<file path="src/rtl/fetch_stage.sv">
// Instruction fetch: PC register, variable-latency imem request port, and an output
// register plus one-entry skid buffer feeding decode, with branch redirect support.
module fetch_stage #(
    parameter int           N        = 64,
    parameter logic [N-1:0] RESET_PC = '0
) (
    input  logic         clk,
    input  logic         reset,
    output logic         imem_req,
    output logic [N-1:0] imem_addr,
    input  logic         imem_ack,
    input  logic [31:0]  imem_rdata,
    input  logic         PCSrc,
    input  logic [N-1:0] PCBranch,
    input  logic         stall_D,
    output logic         valid_D,
    output logic [31:0]  instr_D,
    output logic [N-1:0] pc_D
);
    // state | meaning
    // FETCH | request outstanding at pc_q; returned data goes to output or skid
    // BLOCK | output and skid both full; no request until decode takes one
    // DROP  | redirected while a request was in flight; its data is swallowed
    typedef enum logic [1:0] {FETCH, BLOCK, DROP} state_t;

    state_t         state_q, state_nx;
    logic [N-1:0]   pc_q, pc_nx;
    logic [N-1:0]   drop_addr_q, drop_addr_nx;
    logic           valid_q, valid_nx;
    logic [31:0]    instr_q, instr_nx;
    logic [N-1:0]   pc_d_q, pc_d_nx;
    logic           skid_valid_q, skid_valid_nx;
    logic [31:0]    skid_instr_q, skid_instr_nx;
    logic [N-1:0]   skid_pc_q, skid_pc_nx;
    logic           ack;
    logic           handoff;

    // Gated by reset so no request is seen while the block is held in reset.
    assign imem_req  = ~reset & (state_q != BLOCK);
    // The abandoned request keeps its address on the bus until it is acknowledged.
    assign imem_addr = (state_q == DROP) ? drop_addr_q : pc_q;
    assign valid_D   = valid_q;
    assign instr_D   = instr_q;
    assign pc_D      = pc_d_q;

    assign ack     = imem_ack & imem_req;
    assign handoff = valid_q & ~stall_D;

    always_comb begin
        state_nx      = state_q;
        pc_nx         = pc_q;
        drop_addr_nx  = drop_addr_q;
        valid_nx      = valid_q;
        instr_nx      = instr_q;
        pc_d_nx       = pc_d_q;
        skid_valid_nx = skid_valid_q;
        skid_instr_nx = skid_instr_q;
        skid_pc_nx    = skid_pc_q;

        unique case (state_q)
            FETCH: begin
                if (PCSrc) begin
                    pc_nx         = PCBranch;
                    valid_nx      = 1'b0;
                    skid_valid_nx = 1'b0;
                    if (!ack) begin
                        state_nx     = DROP;
                        drop_addr_nx = pc_q;
                    end
                end else if (ack) begin
                    pc_nx = pc_q + N'(4);
                    if (!valid_q || handoff) begin
                        valid_nx = 1'b1;
                        instr_nx = imem_rdata;
                        pc_d_nx  = pc_q;
                    end else begin
                        skid_valid_nx = 1'b1;
                        skid_instr_nx = imem_rdata;
                        skid_pc_nx    = pc_q;
                        state_nx      = BLOCK;
                    end
                end else if (handoff) begin
                    if (skid_valid_q) begin
                        instr_nx      = skid_instr_q;
                        pc_d_nx       = skid_pc_q;
                        skid_valid_nx = 1'b0;
                    end else begin
                        valid_nx = 1'b0;
                    end
                end
            end
            BLOCK: begin
                if (PCSrc) begin
                    pc_nx         = PCBranch;
                    valid_nx      = 1'b0;
                    skid_valid_nx = 1'b0;
                    state_nx      = FETCH;
                end else if (handoff) begin
                    instr_nx      = skid_instr_q;
                    pc_d_nx       = skid_pc_q;
                    skid_valid_nx = 1'b0;
                    state_nx      = FETCH;
                end
            end
            DROP: begin
                if (PCSrc) begin
                    pc_nx         = PCBranch;
                    valid_nx      = 1'b0;
                    skid_valid_nx = 1'b0;
                end
                if (ack) begin
                    state_nx = FETCH;
                end
            end
            default: begin
                state_nx = FETCH;
            end
        endcase
    end

    always_ff @(posedge clk or posedge reset) begin
        if (reset) begin
            state_q      <= FETCH;
            pc_q         <= RESET_PC;
            drop_addr_q  <= '0;
            valid_q      <= 1'b0;
            instr_q      <= '0;
            pc_d_q       <= '0;
            skid_valid_q <= 1'b0;
            skid_instr_q <= '0;
            skid_pc_q    <= '0;
        end else begin
            state_q      <= state_nx;
            pc_q         <= pc_nx;
            drop_addr_q  <= drop_addr_nx;
            valid_q      <= valid_nx;
            instr_q      <= instr_nx;
            pc_d_q       <= pc_d_nx;
            skid_valid_q <= skid_valid_nx;
            skid_instr_q <= skid_instr_nx;
            skid_pc_q    <= skid_pc_nx;
        end
    end

endmodule
</file>
<file path="config.mk">
export PLATFORM = sky130hd
export DESIGN_NAME = fetch_stage
export DESIGN_NICKNAME = d
export VERILOG_FILES = /design/src/rtl/fetch_stage.sv
export SDC_FILE = /design/constraint.sdc
export NUM_CORES = 1
export LEC_CHECK = 0
export CORE_ASPECT_RATIO = 1.1
export CORE_MARGIN = 1.5
export CORE_UTILIZATION = 30
export CTS_CLUSTER_SIZE = 28
export DETAILED_ROUTE_END_ITERATION = 12
export GPL_TIMING_DRIVEN = 0
export PLACE_DENSITY = 0.56
export SETUP_SLACK_MARGIN = 0.4
export SYNTH_ARGS = -nofsm -noshare
export SYNTH_HDL_FRONTEND = slang
export SYNTH_SLANG_ARGS = --single-unit
</file>
<file path="constraint.sdc">
create_clock -name clk -period 9.9 [get_ports clk]
set_clock_uncertainty 0.1 [all_clocks]
set_input_delay 1.485 -clock clk [delete_from_list [all_inputs] [get_ports clk]]
set_output_delay 1.485 -clock clk [all_outputs]
set_load 0.05 [all_outputs]
</file>
==> out/results.ini, run 1 <==
[run_status]
outcome = finished clean

[timing]
tightestPinTransition_ns = 1.169
maxSlewViolCount = 0
period_share_pct = 55.60
setup_violations = 0
hold_ws_ns = 0.4011
relSlewSlack_pct = 22.04
hold_viol = 0
layout_min_cycle_time_ns = 5.504
grt_setup_unrepaired = false
fmax_ghz = 0.1817
setup-tns-final_ns = 0

[setup_path]
cpMaxStageDelayCell = clkbuf_1
end_kind = output pin
critPathMaxStageDelay_ns = 0.78
start_kind = flip-flop
crit_fanout = 10
reg2regPathDepth = 8
path_cells = inv_1 > ha_1 > clkbuf_1 > buf_1 > mux2_2 > clkdlybuf4s50_1
worstPathArrival_ns = 3.92
critPathRequiredTime_ns = 8.32
crit_type = flip-flop to output pin

[global_route]
grt_max_degree = 38
grt_use_total_pct = 21.19
grt_pass1_wl_microns = 87920
grt_antenna_before_repair = 1
first_global_vias = 13915
globalRouteOverflowTotal = 0

[power_and_ir_drop]
power_switching_mw = 3.777
power_frac_comb_pct = 53.4
p_sw_share_pct = 46.83
p_clk_share_pct = 17.9
p_leak_nw = 8.315
ir_drop_mv = 0.2874
powerDensity_nw_per_um2 = 386.1
pwr-share-seq_pct = 28.6
internal_power_mw = 4.288

[clock_network]
cts_resized = 0
clk_pin_slew_worst_paths_ns = 0.06
root_buffer = clkbuf_16
h-tree-depth = 2
cts_inserted_buffers = 37
clkSinkCount = 324
cts_hold_buf = 0
tritoncts = built
clk_latency_ns = 0.56
clockBufferDepth = 3
cts_setup_buffers = 0

[drt]
wl_per_cell_microns = 22.24
vias = 13787
drc = 0
firstDrtPassIters = 5
route.antenna.remaining_nets = 0
drt_wl_total_microns = 57810
viasPerCell = 5.305
dr.first_iter.drc_count = 1187

[yosys]
syn_inst = 1587
ys_async_sr_fraction_pct = 100.0
synth_flop_cell = dfrtp_1
yosysUniqueCellTypes = 64
synth_seq_cells = 324
netlist_area_sq_um = 15940
syn_avg_cell_area_sq_um = 10.05
synth-edff-count = 0
ys.warnings.count = 0
syn-num-nets = 1693
yosysSeqAreaShare_pct = 50.86

[floorplanning]
core_sq_um = 52520
dieArea_sq_um = 54530
rows = 88
die_w_microns = 222.8
ioPinCount = 263
start_util_pct = 30.35
die_h_microns = 244.8

[place]
io_buffers = 262
place_hpwl_microns = 42060
gp_congestion = 0.9044

[cells_and_area]
syn2layout_area_growth_pct = 31.03
nNetsFinal = 2004
drive_gt1_share_pct = 17.52
fillers = 5125
antennaDiodeCount = 0

[hold_path]
hold_class = flip-flop to flip-flop
worstHoldPathCells = 1

[job]
cap_violations = 0

## through the flow
step	instances	setup WS [ns]	total power, mW	area [sq um]	utilization, %
floorplan	1587	3.992	5.111	15950	-
global placement	2524	1.378	6.579	19410	36.96
detailed placement	2534	4.825	6.640	19620	37.36
CTS	2599	4.320	8.118	20890	39.77
global route	2599	4.156	8.488	20890	39.77
finish	2599	4.396	8.066	20890	39.77
## kinds of logic after synthesis
logic type,share of synthesized area [%]
multiplexers,15.79
AO/OA/AOI/OAI,11.42
buffers and inverters,3.948
AND/OR/NAND/NOR,17.53
XOR/XNOR,0.05495
adder cells (fa/ha/maj),0.3924
flip-flops,50.86
## area by class of cell
cell class                      instances  area [sq um]  area share, %
Buffer                                144         580.6          2.779
Timing Repair Buffer                  272          2830          13.55
Tap cell                              675         844.6          4.043
Multi-Input combinational cell       1106          7207          34.50
Sequential cell                       324          8108          38.81
Clock buffer                           54          1102          5.277
Clock inverter                         11         163.9         0.7847
Inverter                               13         52.55         0.2516
## power groups by stage
stage | registers (mW) | logic, mW | clock network (mW)
floorplan | 2.92 | 2.19 | 0
global placement | 2.31 | 4.27 | 0
detailed placement | 2.33 | 4.31 | 0
CTS | 2.31 | 4.33 | 1.48
global route | 2.39 | 4.56 | 1.54
finish | 2.31 | 4.31 | 1.45
## path summary, 6_finish.rpt
kind,endpoint,slack [ns],from
max,imem_addr[60],4.40,state_q[0]
min,drop_addr_q[13],0.40,drop_addr_q[13]
max reg2reg,pc_q[2],6.17,state_q[0]
min reg2reg,drop_addr_q[13],0.40,drop_addr_q[13]
max in group asynchronous,pc_D[52],7.37,reset
min in group asynchronous,valid_D,1.35,reset
## per-layer routing
layer / wire [microns] / vias up / GRT usage (%)
li1: - / 6315 / -
met1: 25350 / 6853 / 28.21
met2: 26980 / 522 / 34.26
met3: 3522 / 95 / 3.938
met4: 1945 / 2 / 7.883
met5: 9 / - / 0
## cell usage after synthesis (13+ instances only)
| cell | count | share of area, % |
|---|---|---|
| a21oi_1 | 38 | 1.2 |
| a31oi_1 | 100 | 3.9 |
| a32oi_1 | 17 | 0.93 |
| buf_1 | 16 | 0.38 |
| buf_2 | 32 | 1.0 |
| clkbuf_1 | 96 | 2.3 |
| dfrtp_1 | 324 | 51 |
| inv_1 | 13 | 0.31 |
| mux2_2 | 219 | 15 |
| nand2_1 | 259 | 6.1 |
| nand3_1 | 50 | 1.6 |
| nand4_1 | 36 | 1.4 |
| nor2_1 | 147 | 3.5 |
| nor3_1 | 17 | 0.53 |
| nor4_1 | 18 | 0.71 |
| o21ai_0 | 41 | 1.3 |
| o22ai_1 | 14 | 0.55 |
| or3_1 | 20 | 0.78 |
## state kept, by name, indices dropped and copies added (netlist names)
register and count:
skid_pc_q 64, pc_D 64, state_q 2, instr_D 32, valid_D 1, pc_q 64
drop_addr_q 64, skid_instr_q 32, skid_valid_q 1
## critical path: cells and delay by family (launching register included)
kind	cells	cell delay, ns
adder cells (fa/ha/maj)	1	0.19
flip-flops	1	0.41
multiplexers	1	0.41
buffers and inverters	4	2.33
## cell usage in the layout, fill, tap and decap left out, types with 5 or more instances in the layout
| cell | netlist | layout |
|---|---|---|
| dfrtp_1 | 324 | 324 |
| clkdlybuf4s50_1 | 0 | 262 |
| nand2_1 | 259 | 259 |
| mux2_2 | 219 | 219 |
| nor2_1 | 147 | 146 |
| clkbuf_1 | 96 | 104 |
| a31oi_1 | 100 | 100 |
| nand3_1 | 50 | 50 |
| o21ai_0 | 41 | 41 |
| clkbuf_16 | 0 | 39 |
| a21oi_1 | 38 | 38 |
| nand4_1 | 36 | 36 |
| buf_2 | 32 | 32 |
| or3_1 | 20 | 20 |
| nor4_1 | 18 | 18 |
| nor3_1 | 17 | 17 |
| a32oi_1 | 17 | 17 |
| buf_1 | 16 | 16 |
| o22ai_1 | 14 | 14 |
| inv_1 | 13 | 12 |
| a2bb2oi_1 | 9 | 9 |
| buf_12 | 0 | 9 |
| o211ai_1 | 8 | 8 |
| and3_1 | 7 | 7 |
| and4_1 | 7 | 7 |
| clkbuf_8 | 0 | 7 |
| nand3b_1 | 6 | 6 |
| a311o_1 | 5 | 5 |
| a211oi_1 | 5 | 5 |
| ha_1 | 5 | 5 |
Note: power is estimated with default switching activity, not from simulation.
==> run 2, diff against run 1 <==
- PLACE_DENSITY: 0.56 -> 0.54
- clock period: 9.9 -> 5.3 ns (I/O delays scaled with it)
==> out/results.ini, run 2 (synthesized netlist as in run 1, its figures left out) <==
[run_status]
outcome = finished clean

[setup_path]
end_kind = output pin
critPathRequiredTime_ns = 4.41
crit_type = flip-flop to output pin
critPathMaxStageDelay_ns = 0.74
cp_top_family = buffers and inverters
worstPathArrival_ns = 3.62
r2r_slack_ns = 1.55
crit_buf_inv = 4
cpMaxStageDelayCell = clkdlybuf4s50_1
start_kind = flip-flop
crit_fanout = 10
path_cells = inv_1 > ha_1 > clkbuf_2 > buf_1 > mux2_2 > clkdlybuf4s50_1

[timing]
setup_violations = 0
hold_ws_ns = 0.4017
hold_viol = 0
fmax_ghz = 0.2216
tightestPinTransition_ns = 1.367
period_share_pct = 85.15
layout_min_cycle_time_ns = 4.513
setup-tns-final_ns = 0
relSlewSlack_pct = 8.518
maxSlewViolCount = 0
grt_setup_unrepaired = false

[place]
dp.cells = 2533
io_buffers = 262
gp_congestion = 0.8967
post_dp_cell_area_sq_um = 19590
place_hpwl_microns = 42050

[floorplanning]
die_h_microns = 244.8
core_sq_um = 52520
die_w_microns = 222.8
ioPinCount = 263
rows = 88
start_util_pct = 30.35
dieArea_sq_um = 54530

[drt]
wl_per_cell_microns = 22.40
vias = 14021
firstDrtPassIters = 5
drt_wl_total_microns = 58370
viasPerCell = 5.382
drc = 0
route.antenna.remaining_nets = 0
dr.first_iter.drc_count = 1059

[global_route]
globalRouteOverflowTotal = 0
grt_use_total_pct = 21.13
grt_pass1_wl_microns = 86970
grt_antenna_before_repair = 2
grt_max_degree = 41
first_global_vias = 13603

[clock_network]
cts_hold_buf = 0
cts_inserted_buffers = 38
clkSinkCount = 324
clk_pin_slew_worst_paths_ns = 0.06
clockBufferDepth = 3
cts_resized = 1
h-tree-depth = 2
root_buffer = clkbuf_16
clk_latency_ns = 0.56
tritoncts = built
cts_setup_buffers = 0

[power_and_ir_drop]
powerDensity_nw_per_um2 = 722.4
total_power_mw = 15.10
ir_drop_mv = 0.4276
p_leak_nw = 8.332

[cells_and_area]
nNetsFinal = 2004
fin_cells = 2605
layout_commonest_cell = dfrtp_1
fillers = 5193
final_cell_mix = dfrtp_1 (324), clkdlybuf4s50_1 (262), nand2_1 (259)
syn2layout_area_growth_pct = 31.10
drive_gt1_share_pct = 17.69
fin_area_sq_um = 20900

[job]
cap_violations = 0

[hold_path]
hold_class = flip-flop to flip-flop

==> run 2: cell types whose count changed in the layout (fill, tap and decap cells not counted), moves of 2 or more <==
cell / delta
clkbuf_16: +2
clkinv_2: +3
diode_2: +2
clkinv_4: +2
clkbuf_8: +2
bufinv_16: -2
==> run 2: worst register-to-register path: stages, from the launching register on <==
cell and delay (ns):
dfrtp_1 0.40, inv_1 0.09, ha_1 0.43, nor4b_1 0.73, o21a_1 0.35, clkbuf_1 0.55, buf_1 0.68, o21ai_0 0.19
mux2i_1 0.16
==> run 2: where the power goes <==
group | internal (mW) | switching, mW
registers | 3.57 | 0.734
clock network | 1.64 | 1.09
logic | 2.80 | 5.26
==> run 2: final timing paths <==
| check | depth (start not counted) | from | endpoint |
|---|---|---|---|
| setup / recovery | 6 | state_q[0] | imem_addr[60] |
| hold / removal | 1 | drop_addr_q[38] | drop_addr_q[38] |
| setup reg to reg | 8 | state_q[0] | pc_q[2] |
| hold reg to reg | 1 | drop_addr_q[38] | drop_addr_q[38] |
| max in group asynchronous | 5 | reset | drop_addr_q[45] |
| min in group asynchronous | 2 | reset | pc_q[63] |
==> run 2: final cells by class <==
type / count / area (sq um) / area share [%]
Buffer: 144 / 581.8 / 2.784
Clock buffer: 58 / 1180 / 5.646
Timing Repair Buffer: 271 / 2803 / 13.41
Inverter: 13 / 52.55 / 0.2515
Sequential cell: 324 / 8108 / 38.80
Multi-Input combinational cell: 1106 / 7204 / 34.47
Clock inverter: 12 / 120.1 / 0.5747
Tap cell: 675 / 844.6 / 4.041
Antenna cell: 2 / 5.005 / 0.02395
==> run 2: stage by stage <==
stage / worst slack, ns / utilization, %
CTS: 0.7506 / 39.78
detailed placement: 0.9749 / 37.30
finish: 0.7870 / 39.79
floorplan: 0.08226 / -
global route: 0.6449 / 39.78
global placement: -2.585 / 36.96
==> run 2: per-layer routing <==
metal	routed length, microns	GRT usage, %	up-vias	share of wire [%]
li1	-	-	6355	-
met1	25520	28.36	7028	44
met2	27040	33.85	535	46
met3	3802	3.998	101	6.5
met4	1986	7.803	2	3.4
met5	12	0	-	0.021
==> run 3, diff against run 2 <==
- SLEW_MARGIN: not set -> 15
==> out/results.ini, run 3 (synthesized netlist as in run 1, its figures left out) <==
[run_status]
outcome = finished clean

[timing]
fmax_ghz = 0.2237
finalWorstSetupSlack_ns = 0.8297
grt_setup_unrepaired = false
period_share_pct = 84.35
tightestPinTransition_ns = 1.114
maxSlewViolCount = 0
hold_viol = 0
setup_violations = 0
hold_ws_ns = 0.4007
relSlewSlack_pct = 25.72
setup-tns-final_ns = 0
layout_min_cycle_time_ns = 4.470

[clock_network]
clk_latency_ns = 0.56
cts_inserted_buffers = 38
clk_pin_slew_worst_paths_ns = 0.06
tritoncts = built
clockBufferDepth = 3
root_buffer = clkbuf_16
clkSinkCount = 324
h-tree-depth = 2

[floorplanning]
ioPinCount = 263
die_w_microns = 222.8
dieArea_sq_um = 54530
start_util_pct = 30.35
core_sq_um = 52520
rows = 88
die_h_microns = 244.8

[place]
io_buffers = 262
preCtsSetupSlack_ns = 0.9909
dp.cells = 2535
place_hpwl_microns = 42130
post_dp_cell_area_sq_um = 19640
gp_congestion = 0.8967

[cells_and_area]
fin_area_sq_um = 20960
final_cell_mix = dfrtp_1 (324), clkdlybuf4s50_1 (262), nand2_1 (259)
drive_gt1_share_pct = 17.79
nNetsFinal = 2006
fin_cells = 2603
syn2layout_area_growth_pct = 31.45
final_core_util_pct = 39.90
antennaDiodeCount = 0
layout_commonest_cell = dfrtp_1

[setup_path]
critPathMaxStageDelay_ns = 0.75
cpMaxStageDelayCell = clkdlybuf4s50_1
crit_fanout = 10
cp_top_family = buffers and inverters
start_kind = flip-flop
path_cells = inv_1 > ha_1 > clkbuf_2 > buf_1 > mux2_2 > clkdlybuf4s50_1
end_kind = output pin
worstPathArrival_ns = 3.58
critPathRequiredTime_ns = 4.41
crit_type = flip-flop to output pin
r2r_slack_ns = 1.61
crit_buf_inv = 4

[global_route]
grt_use_total_pct = 21.10
globalRouteOverflowTotal = 0
grt_pass1_wl_microns = 87020
grt_antenna_before_repair = 2
grt_max_degree = 37
first_global_vias = 13654

[drt]
vias = 13863
drc = 0
route.antenna.remaining_nets = 0
dr.first_iter.drc_count = 1171
firstDrtPassIters = 5
drt_wl_total_microns = 58360
wl_per_cell_microns = 22.42
viasPerCell = 5.326

[hold_path]
hold_class = flip-flop to flip-flop

[power_and_ir_drop]
ir_drop_mv = 0.4129
powerDensity_nw_per_um2 = 721.9
p_leak_nw = 8.355
total_power_mw = 15.13

[job]
cap_violations = 0

[run 3: report_power, final]
group          total, mW  switching [mW]  internal [mW]
clock               2.76            1.08           1.68
sequential          4.31           0.739           3.57
combinational       8.05            5.25           2.80
total               15.1            7.07           8.05
[run 3: final timing paths]
| path | start | endpoint | cells after the start |
|---|---|---|---|
| hold / removal | drop_addr_q[38] | drop_addr_q[38] | 1 |
| setup / recovery | state_q[0] | imem_addr[61] | 6 |
| hold reg to reg | drop_addr_q[38] | drop_addr_q[38] | 1 |
| max in group asynchronous | reset | pc_D[31] | 5 |
| setup reg to reg | state_q[0] | pc_q[2] | 8 |
| min in group asynchronous | reset | drop_addr_q[62] | 2 |
[run 3: what timing repair did]
action / in CTS / in global routing
hold endpoints to repair: 0 / 0
setup endpoints to repair: 1 / 0
gates resized for setup: 1 / 0
hold buffers: 0 / 0
buffers inserted: 0 / 0
[run 3: final cells by class]
cell class / instances / area (sq um)
sequential: 324 / 8108
clock inverter: 10 / 130.1
multi-input combinational: 1106 / 7207
timing repair buffer: 273 / 2850
tap: 675 / 844.6
inverter: 13 / 52.55
buffer: 144 / 583.1
fill: 5218 / 31570
clock buffer: 58 / 1180
[run 3: routing by layer]
layer | track usage [%] | part of all wire [%] | vias up
met5 | 0 | 0.045 | -
met4 | 8.183 | 3.9 | 4
met3 | 4.106 | 6.3 | 111
met2 | 33.83 | 46 | 484
met1 | 28.09 | 44 | 6923
li1 | - | - | 6341
